`config.mk`:
```
export PLATFORM = sky130hd
export DESIGN_NAME = hazard_scoreboard
export DESIGN_NICKNAME = d
export VERILOG_FILES = /design/src/rtl/hazard_scoreboard.sv
export SDC_FILE = /design/constraint.sdc
export NUM_CORES = 1
export LEC_CHECK = 0
export CAP_MARGIN = 25
export CORE_AREA = 2 2 179 181
export DETAILED_ROUTE_END_ITERATION = 8
export DIE_AREA = 0 0 181 183
export GPL_TIMING_DRIVEN = 1
export PLACE_DENSITY = 0.58
export SYNTH_ARGS = -nofsm -noshare
export SYNTH_HDL_FRONTEND = slang
export SYNTH_SLANG_ARGS = --single-unit
export TNS_END_PERCENT = 50
```
`constraint.sdc`:
```
create_clock -name clk -period 3.6 [get_ports clk]
set_input_delay 0.9 -clock clk [delete_from_list [all_inputs] [get_ports clk]]
set_output_delay 0.9 -clock clk [all_outputs]
set_load 0.01 [all_outputs]
```
`src/rtl/hazard_scoreboard.sv`:
```
// rtl/hazard_scoreboard.sv - operand forwarding mux plus multi-cycle op hazard scoreboard
module hazard_scoreboard #(
  parameter  int XLEN   = 64,
  parameter  int NREAD  = 2,
  parameter  int NFWD   = 2,
  parameter  int MAXOUT = 4,
  localparam int OW     = $clog2(MAXOUT + 1)
) (
  input  logic                  clk,
  input  logic                  resetn,
  input  logic [NREAD-1:0]      rd_use,
  input  logic [NREAD*5-1:0]    rd_addr,
  input  logic [NREAD*XLEN-1:0] rf_data,
  input  logic [NFWD-1:0]       src_valid,
  input  logic [NFWD*5-1:0]     src_dst,
  input  logic [NFWD*XLEN-1:0]  src_data,
  input  logic [NFWD-1:0]       src_load,
  input  logic                  iss_valid,
  input  logic [4:0]            iss_dst,
  input  logic                  cmp_valid,
  input  logic [4:0]            cmp_dst,
  input  logic                  flush,
  output logic [NREAD*XLEN-1:0] opnd,
  output logic                  stall,
  output logic [31:0]           busy,
  output logic [OW-1:0]         outstanding
);

  localparam logic [OW-1:0] MAX_CNT = OW'(MAXOUT);

  logic [31:0]   busy_q, busy_d;
  logic [OW-1:0] outstanding_q, outstanding_d;

  logic [NREAD-1:0] fwd_hit;
  logic [NREAD-1:0] fwd_load;
  logic             rd_stall;
  logic             cmp_eff;
  logic             iss_nz;
  logic             waw_stall;
  logic             cap_stall;
  logic             iss_acc;

  // Forwarding mux: scan oldest to youngest so the youngest matching source wins.
  always_comb begin
    opnd     = rf_data;
    fwd_hit  = '0;
    fwd_load = '0;
    for (int p = 0; p < NREAD; p++) begin
      for (int k = NFWD - 1; k >= 0; k--) begin
        if (src_valid[k] && (src_dst[k*5 +: 5] == rd_addr[p*5 +: 5]) &&
            (src_dst[k*5 +: 5] != 5'd0)) begin
          fwd_hit[p]               = 1'b1;
          fwd_load[p]              = src_load[k];
          opnd[p*XLEN +: XLEN]     = src_data[k*XLEN +: XLEN];
        end
      end
    end
  end

  // Read-side hazards: load-use on the selected source, RAW on a pending register.
  // A same-cycle completion to the read register lets the regfile write-through supply it.
  always_comb begin
    rd_stall = 1'b0;
    for (int p = 0; p < NREAD; p++) begin
      if (rd_use[p] && fwd_hit[p] && fwd_load[p]) begin
        rd_stall = 1'b1;
      end
      if (rd_use[p] && busy_q[rd_addr[p*5 +: 5]] &&
          !(cmp_valid && (cmp_dst == rd_addr[p*5 +: 5]))) begin
        rd_stall = 1'b1;
      end
    end
  end

  // Issue-side hazards and acceptance; x0 issues never stall and never occupy a slot.
  always_comb begin
    cmp_eff   = cmp_valid && busy_q[cmp_dst];
    iss_nz    = iss_valid && (iss_dst != 5'd0);
    waw_stall = iss_nz && busy_q[iss_dst] && !(cmp_valid && (cmp_dst == iss_dst));
    cap_stall = iss_nz && (outstanding_q == MAX_CNT) && !cmp_eff;
    stall     = rd_stall || waw_stall || cap_stall;
    iss_acc   = iss_nz && !stall;
  end

  // Next scoreboard state: clear on completion, then set on issue so a same-register pair stays busy.
  always_comb begin
    busy_d        = busy_q;
    outstanding_d = outstanding_q;
    if (flush) begin
      busy_d        = '0;
      outstanding_d = '0;
    end else begin
      if (cmp_eff) begin
        busy_d[cmp_dst] = 1'b0;
      end
      if (iss_acc) begin
        busy_d[iss_dst] = 1'b1;
      end
      outstanding_d = outstanding_q + {{(OW-1){1'b0}}, iss_acc} - {{(OW-1){1'b0}}, cmp_eff};
    end
  end

  // Scoreboard state registers with asynchronous clear.
  always_ff @(posedge clk or negedge resetn) begin
    if (!resetn) begin
      busy_q        <= '0;
      outstanding_q <= '0;
    end else begin
      busy_q        <= busy_d;
      outstanding_q <= outstanding_d;
    end
  end

  assign busy        = busy_q;
  assign outstanding = outstanding_q;

endmodule

```
Yosys cells after proc, flatten, opt, wreduce, memory -nomap -nowiden
Cells that the tools add are included.
{"block": "op_classes", "multipliers": 0, "shifts": 0, "bitwise_logic": 3, "order_cmp": 6, "add_sub_neg": 2, "reduce_logical": 38, "n_eq_ne": 8, "mux": 33, "div_mod_pow": 0}
{"cell": "two-way mux 64 bit", "n": 4}
{"cell": "two-way mux 32 bit", "n": 4}
{"cell": "== test 5 bit", "n": 7}
{"cell": "bitwise AND 32 bit", "n": 1}
{"cell": "inverter 32 bit", "n": 1}
{"cell": "OR 32 bit", "n": 1}
{"cell": "logical AND 1 bit", "n": 28}
{"cell": "less-than comparator 5 x 6 -> 1 bit, second input constant", "n": 4}
{"cell": "binary-select mux 1 bit (select 5 bit)", "n": 4}
{"cell": "two-way mux 1 bit", "n": 18}
{"cell": "nonzero test 5 bit", "n": 3}
{"cell": "demux 1 bit (select 5 bit)", "n": 2}
{"cell": ">= comparator 5 x 1 -> 1 bit, second input constant", "n": 2}
{"cell": "logical NOT 1 bit", "n": 5}
{"cell": "adder 3 x 1 -> 3 bit", "n": 1}
{"cell": "== test 3 bit, second input constant", "n": 1}
{"cell": "two-way mux 3 bit", "n": 1}
{"cell": "subtractor 3 x 1 -> 3 bit", "n": 1}
{"cell": "logical OR 1 bit", "n": 2}
{"block": "totals", "rom_bits": 0, "latchBits": 0, "inputBits": 297, "wordCells": 92, "ramBits": 0, "register_bits": 35, "n_memories": 0}

Depth between registers and ports, before layout
Gate-level depths: netlist of run 1.
{"block": "depth", "word_depth": 18, "mapped_depth": 16}

Worst setup path after synthesis of run 1
OpenSTA, ideal clock, no wires.
{"block": "synth_timing", "path_type": "in2reg", "startpoint": "input port rd_addr[4]", "endpoint": "register outstanding_q[2] (netlist: outstanding[2])", "path_buffers": 1, "required_time_ns": 3.468, "slack_ns": -0.316, "setup_time_ns": 0.132, "stages": 15, "arrival_ns": 3.785, "path_cell_list": "clkbuf_1 -> xnor2_1 -> nand3_1 -> or4_1 -> nor4b_1 -> o21ai_1 -> nand4_1 -> or3b_1 -> ha_1 -> inv_1 -> ha_1 -> inv_1 -> fa_1 -> xnor2_1 -> nor2_1"}
{"block": "synth_between", "elab_chain_len": 18}
{"element": "start, declared", "line": "12", "rtl": "input logic [NREAD*5-1:0] rd_addr,"}
{"element": "== test 5 bit", "line": "50", "rtl": "if (src_valid[k] && (src_dst[k*5 +: 5] == rd_addr[p*5 +: 5]) &&"}
{"element": "logical AND 1 bit (2 in series)", "line": "50"}
{"element": "two-way mux 1 bit (2 in series)", "line": "50"}
{"element": "logical AND 1 bit (2 in series)", "line": "65", "rtl": "if (rd_use[p] && fwd_hit[p] && fwd_load[p]) begin"}
{"element": "two-way mux 1 bit", "line": "65"}
{"element": "two-way mux 1 bit *", "line": "68", "rtl": "if (rd_use[p] && busy_q[rd_addr[p*5 +: 5]] &&"}
{"element": "two-way mux 1 bit *", "line": "65"}
{"element": "two-way mux 1 bit *", "line": "68"}
{"element": "logical OR 1 bit * (2 in series)", "line": "81", "rtl": "stall = rd_stall || waw_stall || cap_stall;"}
{"element": "logical NOT 1 bit *", "line": "82", "rtl": "iss_acc = iss_nz && !stall;"}
{"element": "logical AND 1 bit *", "line": "82"}
{"element": "adder 3 x 1 -> 3 bit *", "line": "99", "rtl": "outstanding_d = outstanding_q + {{(OW-1){1'b0}}, iss_acc} - {{(OW-1){1'b0}}, cmp_eff};"}
{"element": "subtractor 3 x 1 -> 3 bit *", "line": "99"}
{"element": "two-way mux 3 bit *", "line": "89", "rtl": "if (flush) begin"}
{"element": "net outstanding_d[2]", "line": "32", "rtl": "logic [OW-1:0] outstanding_q, outstanding_d;"}
{"element": "end signal, assigned", "line": "110", "rtl": "outstanding_q <= outstanding_d;"}
{"element": "end, declared", "line": "32"}
The timed path passes the listed nets; every way through them passes the cells marked *. The select of a mux whose other input is x is not followed.

Worst setup path in the final report of run 1
{"block": "layout_timing", "startpoint": "input port rd_addr[5]", "endpoint": "register outstanding_q[1] (netlist: outstanding[1])"}
{"block": "layout_between", "elab_chain_len": 16}
{"element": "== test 5 bit", "line": "50"}
{"element": "logical AND 1 bit (2 in series)", "line": "50"}
{"element": "two-way mux 1 bit (2 in series)", "line": "50"}
{"element": "logical AND 1 bit (2 in series)", "line": "65"}
{"element": "two-way mux 1 bit", "line": "65"}
{"element": "two-way mux 1 bit *", "line": "68"}
{"element": "logical OR 1 bit * (2 in series)", "line": "81"}
{"element": "logical NOT 1 bit *", "line": "82"}
{"element": "logical AND 1 bit *", "line": "82"}
{"element": "adder 3 x 1 -> 3 bit *", "line": "99"}
{"element": "subtractor 3 x 1 -> 3 bit *", "line": "99"}
{"element": "two-way mux 3 bit *", "line": "89"}
{"element": "net outstanding_d[1]", "line": "32"}
Marked as above.

==> qor.log, run 1 <==
INFO  run_status     status=complete, but fails checks
INFO  run_status     violated_checks=setup timing
INFO  synthesis      synthTopCellsByArea=sky130_fd_sc_hd__mux2i_1 28%, sky130_fd_sc_hd__dfrtp_1 14%, sky130_fd_sc_hd__o21ai_0 6.1%
INFO  setup_path     regToRegStartpoint=busy[6]
INFO  place          globalplace.congestion=0.9886
INFO  synthesis      synth_area_leader_cell=sky130_fd_sc_hd__mux2i_1
INFO  setup_path     crit_slowest_cell=sky130_fd_sc_hd__fa_2
INFO  global_route   globalRouteTotalUtil=25.80%
INFO  setup_path     worst-path-max-fanout=8
INFO  power_and_ir_drop peak_supply_drop=0.0001945V
INFO  finish         nFillCells=3026
INFO  detailed_routing detailroute.via_count=10086
INFO  power_and_ir_drop static-leakage-power=5.975nW
INFO  die            placementRows=65
INFO  finish         layout.cells.most_common_list=300 x sky130_fd_sc_hd__clkdlybuf4s50_1, 179 x sky130_fd_sc_hd__buf_4, 153 x sky130_fd_sc_hd__mux2i_1
INFO  sta            worst_slew_margin_rel=63.87%
INFO  setup_path     critPathLaunchType=primary input
INFO  clock_tree     h_tree_depth=2
INFO  setup_path     delay_of_the_slowest_critical_path_stage=510ps
INFO  detailed_routing drt_iter0_drc=1020
INFO  place          port_buffers=460
INFO  run            max_cap_viol_count=0
INFO  sta            fin_crit=3975ps
INFO  worst_hold_path whs_path_depth=2
INFO  synthesis      ys_seq_elements=35
INFO  global_route   grt_first_pass_wirelength=64310um
INFO  sta            post-route-worst-setup-slack=-375.1ps
INFO  synthesis      post_synth_num_cell_types=56
INFO  power_and_ir_drop power_frac_clock=18.2%
INFO  synthesis      post_syn_instances=878
INFO  setup_path     worst-r2r-cell-count=14
INFO  finish         layout_cells_sized_above_1=39.92%
INFO  synthesis      edff_count_synth=0
INFO  die            die_height=183um
INFO  worst_hold_path min_delay_worst_endpoint=busy[0]
INFO  setup_path     timing.critical_path.mode_cell=sky130_fd_sc_hd__buf_4
INFO  finish         layout_commonest_cell=sky130_fd_sc_hd__clkdlybuf4s50_1
INFO  synthesis      syn_area_per_cell=7.245um^2
INFO  setup_path     reg2reg_setup_slack=-50ps
INFO  clock_tree     cts.sink_count=35
INFO  synthesis      ys_dominant_reg_cell=sky130_fd_sc_hd__dfrtp_1
INFO  die            fp.dieW=181um
INFO  synthesis      yosysTopAreaCellShare=27.54%
INFO  power_and_ir_drop pwr_density_cell=158.8mW/mm^2
INFO  clock_tree     tritoncts.num_buffers=5
INFO  worst_hold_path hold_start=busy[0]
INFO  synthesis      netlist_area=0.006361mm^2
INFO  synthesis      yosysSeqAreaShare=13.77%
INFO  sta            max_freq=0.2516GHz
INFO  power_and_ir_drop switchingPower=895.1uW
INFO  setup_path     cp-end-kind=register
INFO  global_route   gr_overflow_total=0
INFO  sta            finClkSkew=10.41ps
INFO  power_and_ir_drop switching_share=37.62%
INFO  power_and_ir_drop power_frac_seq=18.0%
INFO  setup_path     crit_type=primary input to register
INFO  finish         fin_nets=1847
INFO  global_route   grt_pass1_vias=9539
INFO  setup_path     crit-reg2reg-capture=outstanding[1]
INFO  setup_path     required_time_at_the_worst_slack_endpoint=3780ps
INFO  sta            finalMaxSlewViolations=0
INFO  detailed_routing avgViaCountPerCell=5.151
INFO  detailed_routing antenna_violating_nets_post_route=0
INFO  clock_tree     tritoncts_clock_tree=done
INFO  sta            report.final.setup_viol=106
INFO  sta            min_period_over_period=110.4%
INFO  clock_tree     cts_max_path_buffers=2
INFO  die            floorplan.core_area=0.03123mm^2
INFO  synthesis      synthesis.nets=1178
INFO  setup_path     cp_data_arrival_time=4150ps
INFO  detailed_routing routed_wire_length_per_instance=24.29um
INFO  finish         flow.area_growth_from_synthesis=135.6%
INFO  clock_tree     clkLatencyLatePin=290ps
INFO  power_and_ir_drop cellInternalPower=1.484mW
INFO  global_route   grt_max_degree=41
INFO  worst_hold_path holdCritPathClass=register to register
INFO  sta            final_report_hold_violation_count=0
INFO  clock_tree     clockRootBuffer=sky130_fd_sc_hd__clkbuf_16
INFO  global_route   number_of_antenna_violations_at_the_first_check_in_global_routing=8
INFO  setup_path     path_cells=buf_8 -> buf_6 -> buf_6 -> xnor2_2 -> nand4_1 -> buf_4 -> buf_4 -> buf_4 -> nor4_4 -> mux2_4 -> nand2_1 -> nand4_1 -> buf_4 -> or3b_1 -> ha_1 -> inv_1 -> ha_2 -> inv_2 -> fa_2 -> nor2_1
INFO  clock_tree     cts.reportedPaths.clkPinSlew=60ps
INFO  detailed_routing wirelength=47570um
INFO  power_and_ir_drop sum_of_internal_switching_and_leakage_power=2.379mW
INFO  die            initial_utilization=20.37%
INFO  sta            worst_hold_check_slack=715.4ps
INFO  sta            slew_at_the_pin_closest_to_its_max_slew_limit=537.8ps
INFO  place          dp.final_hpwl=35620um
INFO  detailed_routing detailedRoute.firstPassIterationCount=6
INFO  synthesis      ys_warn_count=0
INFO  synthesis      async_reset_ff_share=100.0%
INFO  die            die-area=0.03312mm^2
INFO  power_and_ir_drop power_frac_comb=63.8%
INFO  detailed_routing drc_errors=0
INFO  sta            rsz0062_at_grt=true
INFO  die            pin_count=461
per-stage QoR:
stage	instances	TNS, ps	util (%)	setup slack, ps	area (um^2)
detailed placement	1841	-132660	40.64	-1299	12690
floorplan	878	-400.9	-	-192.0	6379
CTS	1917	-14950	44.69	-318.8	13960
global placement	1841	-122220	40.64	-1267	12690
finish	1958	-11400	47.98	-375.1	14990
global route	1957	-19140	47.98	-512.7	14980
worst max path at each step:
| stage | to | from |
|---|---|---|
| 4_1_cts | outstanding[1] | rd_addr[5] |
| 2_1_floorplan | outstanding[2] | cmp_dst[0] |
| 5_1_grt | outstanding[1] | rd_addr[5] |
| 3_5_place_dp | opnd[84] | rd_addr[5] |
| 3_3_place_gp | opnd[84] | rd_addr[5] |
| 6_report | outstanding[1] | rd_addr[5] |
cells by family (layout without fill, tap and decap cells):
logic type	count (synthesis)	count (layout)	share of synthesized area (%)
fa+ha+maj	3	3	0.7081
compound gates	231	231	20.08
buf+inv	91	761	6.707
other cells	0	8	0
xor+xnor	37	37	5.094
flops	35	35	13.77
simple gates	293	293	22.50
mux	188	188	31.14
metal layers:
layer	global-route usage (%)	vias to the layer above	part of all wire (%)
met5	0	-	0.023
met4	5.593	2	2.9
li1	-	4551	-
met2	46.75	561	50
met3	5.560	99	7.9
met1	31.30	4873	39
sequential cells by signal, summed over array words and instances (netlist names):
name and cells:
busy 32, outstanding 3
Yosys cell counts, types with 3 or more instances:
cell type,count
sky130_fd_sc_hd__nand3b_1,3
sky130_fd_sc_hd__nand2b_1,4
sky130_fd_sc_hd__inv_1,10
sky130_fd_sc_hd__buf_4,3
sky130_fd_sc_hd__mux2_2,3
sky130_fd_sc_hd__a21oi_1,66
sky130_fd_sc_hd__a31oi_1,3
sky130_fd_sc_hd__nand4_1,35
sky130_fd_sc_hd__a2111oi_0,3
sky130_fd_sc_hd__o21ai_1,53
sky130_fd_sc_hd__nand2_1,87
sky130_fd_sc_hd__a22oi_1,8
sky130_fd_sc_hd__xnor2_1,22
sky130_fd_sc_hd__nor3_1,7
sky130_fd_sc_hd__dfrtp_1,35
sky130_fd_sc_hd__or4_1,3
sky130_fd_sc_hd__nor2b_1,39
sky130_fd_sc_hd__buf_1,7
sky130_fd_sc_hd__xor2_1,15
sky130_fd_sc_hd__buf_6,5
sky130_fd_sc_hd__nor2_1,76
sky130_fd_sc_hd__clkbuf_1,37
sky130_fd_sc_hd__buf_2,29
sky130_fd_sc_hd__o21ai_0,77
sky130_fd_sc_hd__nor4_1,4
sky130_fd_sc_hd__nand3_1,14
sky130_fd_sc_hd__and3_1,3
sky130_fd_sc_hd__mux2i_1,175
sky130_fd_sc_hd__a311oi_1,4
sky130_fd_sc_hd__mux4_2,7
sky130_fd_sc_hd__and2_1,5
power by group through the flow:
| stage | clock [mW] | sequential (mW) | combinational, mW |
|---|---|---|---|
| 2_1_floorplan | 0 | 0.437 | 0.478 |
| 3_3_place_gp | 0 | 0.433 | 1.34 |
| 3_5_place_dp | 0 | 0.433 | 1.34 |
| 4_1_cts | 0.437 | 0.428 | 1.41 |
| 5_1_grt | 0.452 | 0.429 | 1.60 |
| 6_report | 0.433 | 0.427 | 1.52 |
final cells by class:
type | instances | area, um^2 | area share [%]
inverter | 10 | 37.54 | 0.2505
timing repair buffer | 743 | 7366 | 49.15
clock inverter | 3 | 15.01 | 0.1002
clock buffer | 5 | 125.1 | 0.8349
multi-input combinational | 752 | 6043 | 40.33
sequential | 35 | 875.8 | 5.845
antenna | 8 | 20.02 | 0.1336
tap | 402 | 503.0 | 3.356
what timing repair did:
item	4_1_cts	5_1_grt
endpoints found under the setup margin	132	132
endpoints found under the hold margin	0	0
gates cloned	15	15
pin swaps	69	48
buffers inserted	58	27
gates resized for setup	788	256
hold buffers	0	0
worst max-delay path, delay by kind of cell:
family	cells	cell delay, ps
XOR/XNOR	1	130
buffers and inverters	9	1050
AND/OR/NAND/NOR	6	830
multiplexers	1	270
adder cells (fa/ha/maj)	3	970
No activity file was read; power rests on OpenSTA's default activity.
==> inputs of run 2 (changes only) <==
MAX_ROUTING_LAYER = met4   (was not set)
==> qor.log, run 2 (synthesis gave the netlist of run 1 again) <==
INFO  finish         flow.area_growth_from_synthesis=139.3%
INFO  sta            worst_slew_margin_rel=52.98%
INFO  finish         nFillCells=3001
INFO  setup_path     critPathLaunchType=primary input
INFO  finish         finish.instance_area=0.01522mm^2
INFO  run            max_cap_viol_count=0
INFO  finish         fin_nets=1831
INFO  power_and_ir_drop sum_of_internal_switching_and_leakage_power=2.455mW
INFO  die            pin_count=461
INFO  clock_tree     cts.reportedPaths.clkPinSlew=60ps
INFO  sta            rsz0062_at_grt=true
INFO  sta            final_report_hold_violation_count=0
INFO  clock_tree     cts.sink_count=35
INFO  detailed_routing wirelength=48470um
INFO  sta            slew_at_the_pin_closest_to_its_max_slew_limit=699.9ps
INFO  setup_path     cp-end-kind=primary output
INFO  global_route   number_of_antenna_violations_at_the_first_check_in_global_routing=17
INFO  sta            fin_crit=3828ps
INFO  finish         final_cell_count_no_fill=1951
INFO  finish         layout_commonest_cell=sky130_fd_sc_hd__clkdlybuf4s50_1
INFO  detailed_routing avgViaCountPerCell=5.107
INFO  die            initial_utilization=20.37%
INFO  clock_tree     h_tree_depth=2
INFO  finish         layout_cells_sized_above_1=43.67%
INFO  detailed_routing detailedRoute.firstPassIterationCount=5
INFO  finish         finalCoreUtilization=48.74%
INFO  power_and_ir_drop switchingPower=897.8uW
INFO  global_route   grt_util_met3=5.798%
INFO  clock_tree     tritoncts_clock_tree=done
INFO  finish         largest_reg_flops=32
INFO  run_status     violated_checks=setup timing
INFO  setup_path     cp_data_arrival_time=2930ps
INFO  global_route   globalRouteTotalUtil=27.27%
INFO  detailed_routing drt_iter0_drc=648
INFO  detailed_routing antenna_violating_nets_post_route=0
INFO  global_route   grt_busiest_layer=met2
INFO  clock_tree     tritoncts.num_buffers=5
INFO  worst_hold_path holdCritPathClass=register to register
INFO  global_route   grt_first_pass_wirelength=65640um
INFO  clock_tree     cts_max_path_buffers=2
INFO  place          dp.final_hpwl=35770um
INFO  detailed_routing drc_errors=0
INFO  place          port_buffers=460
INFO  clock_tree     clkLatencyLatePin=280ps
INFO  place          globalplace.congestion=0.9640
INFO  global_route   grt_pass1_vias=9992
INFO  sta            finalMaxSlewViolations=0
INFO  run_status     status=complete, but fails checks
INFO  die            die-area=0.03312mm^2
INFO  sta            post-route-worst-setup-slack=-227.6ps
INFO  setup_path     crit_type=primary input to primary output
INFO  global_route   gr_overflow_total=0
INFO  sta            min_period_over_period=106.3%
INFO  power_and_ir_drop static-leakage-power=6.048nW
INFO  die            die_height=183um
INFO  power_and_ir_drop power_frac_seq=17.3%
INFO  power_and_ir_drop pwr_density_cell=161.3mW/mm^2
INFO  setup_path     worst-path-max-fanout=5
INFO  clock_tree     clockRootBuffer=sky130_fd_sc_hd__clkbuf_16
INFO  setup_path     required_time_at_the_worst_slack_endpoint=2700ps
INFO  die            floorplan.core_area=0.03123mm^2
INFO  sta            report.final.setup_viol=74
INFO  power_and_ir_drop power_frac_comb=64.0%
INFO  die            placementRows=65
INFO  finish         layout.cells.most_common_list=300 x sky130_fd_sc_hd__clkdlybuf4s50_1, 170 x sky130_fd_sc_hd__buf_4, 131 x sky130_fd_sc_hd__mux2i_1
INFO  global_route   grt_util_met1=30.79%
INFO  sta            finClkSkew=7.437ps
INFO  clock_tree     ctsHoldBuffers=0
INFO  global_route   use_met2=48.02%
INFO  power_and_ir_drop peak_supply_drop=0.0001716V
INFO  power_and_ir_drop power_frac_clock=18.8%
INFO  detailed_routing routed_wire_length_per_instance=24.84um
INFO  power_and_ir_drop switching_share=36.57%
INFO  sta            max_freq=0.2613GHz
INFO  power_and_ir_drop cellInternalPower=1.557mW
INFO  place          place_inst=1834
INFO  die            fp.dieW=181um
INFO  sta            worst_hold_check_slack=699.0ps
INFO  detailed_routing detailroute.via_count=9964
INFO  place          post_dp_cell_area=0.01264mm^2
INFO  global_route   grt_max_degree=42
## run 2: per-layer routing
metal	wire length, um	vias up	part of all wire, %
met3	3765	83	7.8
met1	18590	4853	38
li1	-	4540	-
met4	1326	0	2.7
met5	0	-	0
met2	24790	488	51
## run 2: power groups by stage
| stage | clock, mW | combinational, mW | sequential [mW] |
|---|---|---|---|
| 4_1_cts | 0.465 | 1.44 | 0.425 |
| 3_3_place_gp | 0 | 1.33 | 0.431 |
| 3_5_place_dp | 0 | 1.34 | 0.430 |
| 2_1_floorplan | 0 | 0.478 | 0.437 |
| 6_report | 0.460 | 1.57 | 0.425 |
| 5_1_grt | 0.477 | 1.65 | 0.427 |
## run 2: timing repair
| item | CTS | global route |
|---|---|---|
| pin swaps | 76 | 81 |
| setup endpoints to repair | 132 | 132 |
| gates cloned | 19 | 9 |
| setup buffers | 68 | 23 |
| resized for setup | 886 | 292 |
## run 2: final timing paths
| kind | from | to | slack, ps | cells past startpoint |
|---|---|---|---|---|
| min | outstanding[2] | outstanding[2] | 700 | 3 |
| max | src_dst[0] | stall | -230 | 11 |
| min in group asynchronous | resetn | busy[19] | 1050 | 2 |
| min reg2reg | outstanding[2] | outstanding[2] | 700 | 3 |
| max reg2reg | busy[24] | outstanding[2] | 100 | 16 |
| max in group asynchronous | resetn | busy[26] | 2210 | 2 |
## run 2: worst max-delay path, cell delays in order
cell and delay [ps]:
sky130_fd_sc_hd__buf_8 90, sky130_fd_sc_hd__buf_4 130, sky130_fd_sc_hd__xnor2_2 140, sky130_fd_sc_hd__nand3_1 120
sky130_fd_sc_hd__or4_4 490, sky130_fd_sc_hd__nor4b_4 170, sky130_fd_sc_hd__o21ai_2 170, sky130_fd_sc_hd__nand4_1 220
sky130_fd_sc_hd__buf_4 200, sky130_fd_sc_hd__o21bai_4 160, sky130_fd_sc_hd__buf_6 120
## run 2: per-stage QoR
step	setup TNS [ps]	setup slack, ps
after global placement	-125450	-1329
after floorplan	-400.9	-192.0
final	-5301	-227.6
after CTS	-7350	-256.8
after global routing	-11570	-329.5
after detailed placement	-132560	-1366
## run 2: cell type report
type	count	area, um^2	area share [%]
diodes	17	42.54	0.2795
clock buffers	8	156.4	1.027
inverters	10	37.54	0.2466
multi-input cells	752	6411	42.12
flip-flops and latches	35	875.8	5.754
well taps	402	503.0	3.304
repair buffers	727	7196	47.27
==> inputs of run 3 (changes only) <==
DONT_BUFFER_PORTS = 1   (was not set)
PLACE_DENSITY = 0.38   (was 0.58)
==> qor.log, run 3 (synthesis gave the netlist of run 1 again) <==
INFO  finish         layout_cells_sized_above_1=23.46%
INFO  detailed_routing detailedRoute.firstPassIterationCount=5
INFO  clock_tree     tritoncts_clock_tree=done
INFO  power_and_ir_drop switchingPower=567.7uW
INFO  run            max_cap_viol_count=0
INFO  setup_path     critical_path.top_delay_family=multiplexers
INFO  finish         fin_nets=1288
INFO  place          globalplace.congestion=0.8794
INFO  setup_path     delay_of_the_slowest_critical_path_stage=470ps
INFO  power_and_ir_drop power_frac_seq=27.8%
INFO  die            placementRows=65
INFO  detailed_routing avgViaCountPerCell=5.198
INFO  setup_path     cp-end-kind=primary output
INFO  sta            setup_total_negative_slack=-136.6ps
INFO  clock_tree     clkLatencyLatePin=290ps
INFO  finish         layout_commonest_cell=sky130_fd_sc_hd__mux2i_1
INFO  die            floorplan.core_area=0.03123mm^2
INFO  setup_path     required_time_at_the_worst_slack_endpoint=2700ps
INFO  detailed_routing routed_wire_length_per_instance=27.48um
INFO  setup_path     cp_data_arrival_time=2790ps
INFO  sta            finalMaxSlewViolations=0
INFO  place          pre_cts_slack=-517.4ps
INFO  power_and_ir_drop switching_share=36.47%
INFO  setup_path     worst-r2r-cell-count=14
INFO  sta            worst_slew_margin_rel=44.05%
INFO  clock_tree     cts.sink_count=35
INFO  place          dp.final_hpwl=32220um
INFO  sta            rsz0062_at_grt=true
INFO  setup_path     crit_type=primary input to primary output
INFO  setup_path     critPathLaunchType=primary input
INFO  clock_tree     h_tree_depth=2
INFO  sta            final_report_hold_violation_count=0
INFO  die            initial_utilization=20.37%
INFO  global_route   grt_max_degree=127
INFO  detailed_routing drc_errors=0
INFO  setup_path     crit_slowest_cell=sky130_fd_sc_hd__mux4_2
INFO  finish         flow.area_growth_from_synthesis=32.38%
INFO  global_route   number_of_antenna_violations_at_the_first_check_in_global_routing=27
INFO  detailed_routing detailroute.via_count=7495
INFO  global_route   grt_pass1_vias=6905
INFO  sta            max_freq=0.2710GHz
INFO  global_route   gr_overflow_total=0
INFO  sta            finClkSkew=9.406ps
INFO  sta            slew_at_the_pin_closest_to_its_max_slew_limit=836.2ps
INFO  clock_tree     clockRootBuffer=sky130_fd_sc_hd__clkbuf_16
INFO  place          port_buffers=0
INFO  global_route   globalRouteTotalUtil=22.88%
INFO  power_and_ir_drop power_frac_clock=27.6%
INFO  run_status     violated_checks=setup timing
INFO  global_route   grt_first_pass_wirelength=52890um
INFO  finish         layout.cells.most_common_list=174 x sky130_fd_sc_hd__mux2i_1, 171 x sky130_fd_sc_hd__buf_4, 86 x sky130_fd_sc_hd__nand2_1
INFO  worst_hold_path holdCritPathClass=primary input to asynchronous set/reset pin
INFO  sta            post-route-worst-setup-slack=-90.00ps
INFO  die            pin_count=461
INFO  setup_path     critical_path_depth=9
INFO  setup_path     path_cells=mux4_2 -> mux2_4 -> a21oi_2 -> a2111oi_2 -> a31oi_1 -> nand4_1 -> buf_6 -> buf_12 -> o21bai_2
INFO  setup_path     path_buf_inv=2
INFO  sta            worst_hold_check_slack=296.6ps
INFO  finish         largest_reg_flops=32
INFO  finish         finalCoreUtilization=26.96%
INFO  clock_tree     cts.reportedPaths.clkPinSlew=60ps
INFO  die            die_height=183um
INFO  sta            fin_crit=3690ps
INFO  detailed_routing wirelength=39620um
INFO  detailed_routing drt_iter0_drc=728
INFO  place          place_inst=1378
INFO  power_and_ir_drop static-leakage-power=3.061nW
INFO  power_and_ir_drop cellInternalPower=989.0uW
INFO  setup_path     worst-path-max-fanout=32
INFO  power_and_ir_drop power_frac_comb=44.6%
INFO  sta            report.final.setup_viol=3
INFO  sta            min_period_over_period=102.5%
INFO  setup_path     reg2reg_setup_slack=200ps
INFO  die            die-area=0.03312mm^2
INFO  run_status     status=complete, but fails checks
INFO  clock_tree     cts_max_path_buffers=2
INFO  die            fp.dieW=181um
INFO  finish         final_cell_count_no_fill=1442
INFO  power_and_ir_drop peak_supply_drop=0.0002180V
INFO  detailed_routing antenna_violating_nets_post_route=0
INFO  power_and_ir_drop pwr_density_cell=184.9mW/mm^2
INFO  clock_tree     tritoncts.num_buffers=5
## run 3: cell types whose count changed in the layout (fill, tap and decap cells not counted), sizes merged
cell | previous run | this run
clkinv | 0 | 1
clkbuf | 26 | 7
buf | 404 | 183
clkdlybuf4s15 | 1 | 0
diode | 17 | 51
clkinvlp | 0 | 1
dlygate4sd2 | 3 | 0
clkdlybuf4s50 | 300 | 0
dlymetal6s2s | 1 | 0
## run 3: path summary, 6_finish.rpt
| path | endpoint | startpoint |
|---|---|---|
| min reg2reg | busy[0] | busy[0] |
| min | busy[23] | resetn |
| min in group clk | outstanding[2] | flush |
| max | stall | rd_addr[5] |
| max reg2reg | outstanding[1] | busy[24] |
| max in group asynchronous | busy[0] | resetn |
## run 3: final cells by class
type | instances | area [um^2]
Fill cell | 3442 | 22810
Multi-Input combinational cell | 752 | 5177
Timing Repair Buffer | 184 | 1558
Sequential cell | 35 | 875.8
Tap cell | 402 | 503.0
Clock buffer | 6 | 128.9
Antenna cell | 51 | 127.6
Inverter | 10 | 37.54
Clock inverter | 2 | 12.51
## run 3: power by group through the flow
| stage | registers [mW] | logic [mW] | clock network, mW |
|---|---|---|---|
| 2_1_floorplan | 0.437 | 0.478 | 0 |
| 3_3_place_gp | 0.441 | 0.653 | 0 |
| 3_5_place_dp | 0.440 | 0.650 | 0 |
| 4_1_cts | 0.433 | 0.672 | 0.434 |
| 5_1_grt | 0.435 | 0.745 | 0.450 |
| 6_report | 0.433 | 0.694 | 0.430 |
## run 3: per-layer routing
layer  up-vias  share of wire, %  GRT usage, %  routed length, um
li1       3478                 -             -                  -
met1      3519                40         27.74              15770
met2       456                40         30.38              15860
met3        42                19         17.08               7528
met4         0               1.2         3.480                464
met5         -                 0             -                  0
## run 3: through the flow
step	total power [mW]	cell area [um^2]
finish	1.557	8421
global route	1.630	8408
CTS	1.539	8223
detailed placement	1.090	7926
global placement	1.094	7926
floorplan	0.9146	6379
## run 3: what timing repair did
| action | 4_1_cts | 5_1_grt |
|---|---|---|
| cloned | 2 | 1 |
| resized for setup | 17 | 18 |
| hold buffers | 0 | 0 |
| setup endpoints to repair | 59 | 53 |
| pin swaps | 5 | 4 |
| setup buffers | 2 | 0 |
## run 3: worst reg2reg max path, delay by kind of cell (launching register included)
family,cells,cell delay (ps)
mux,2,640
fa+ha+maj,3,910
buf+inv,3,270
flops,1,510
compound gates,2,280
simple gates,4,710
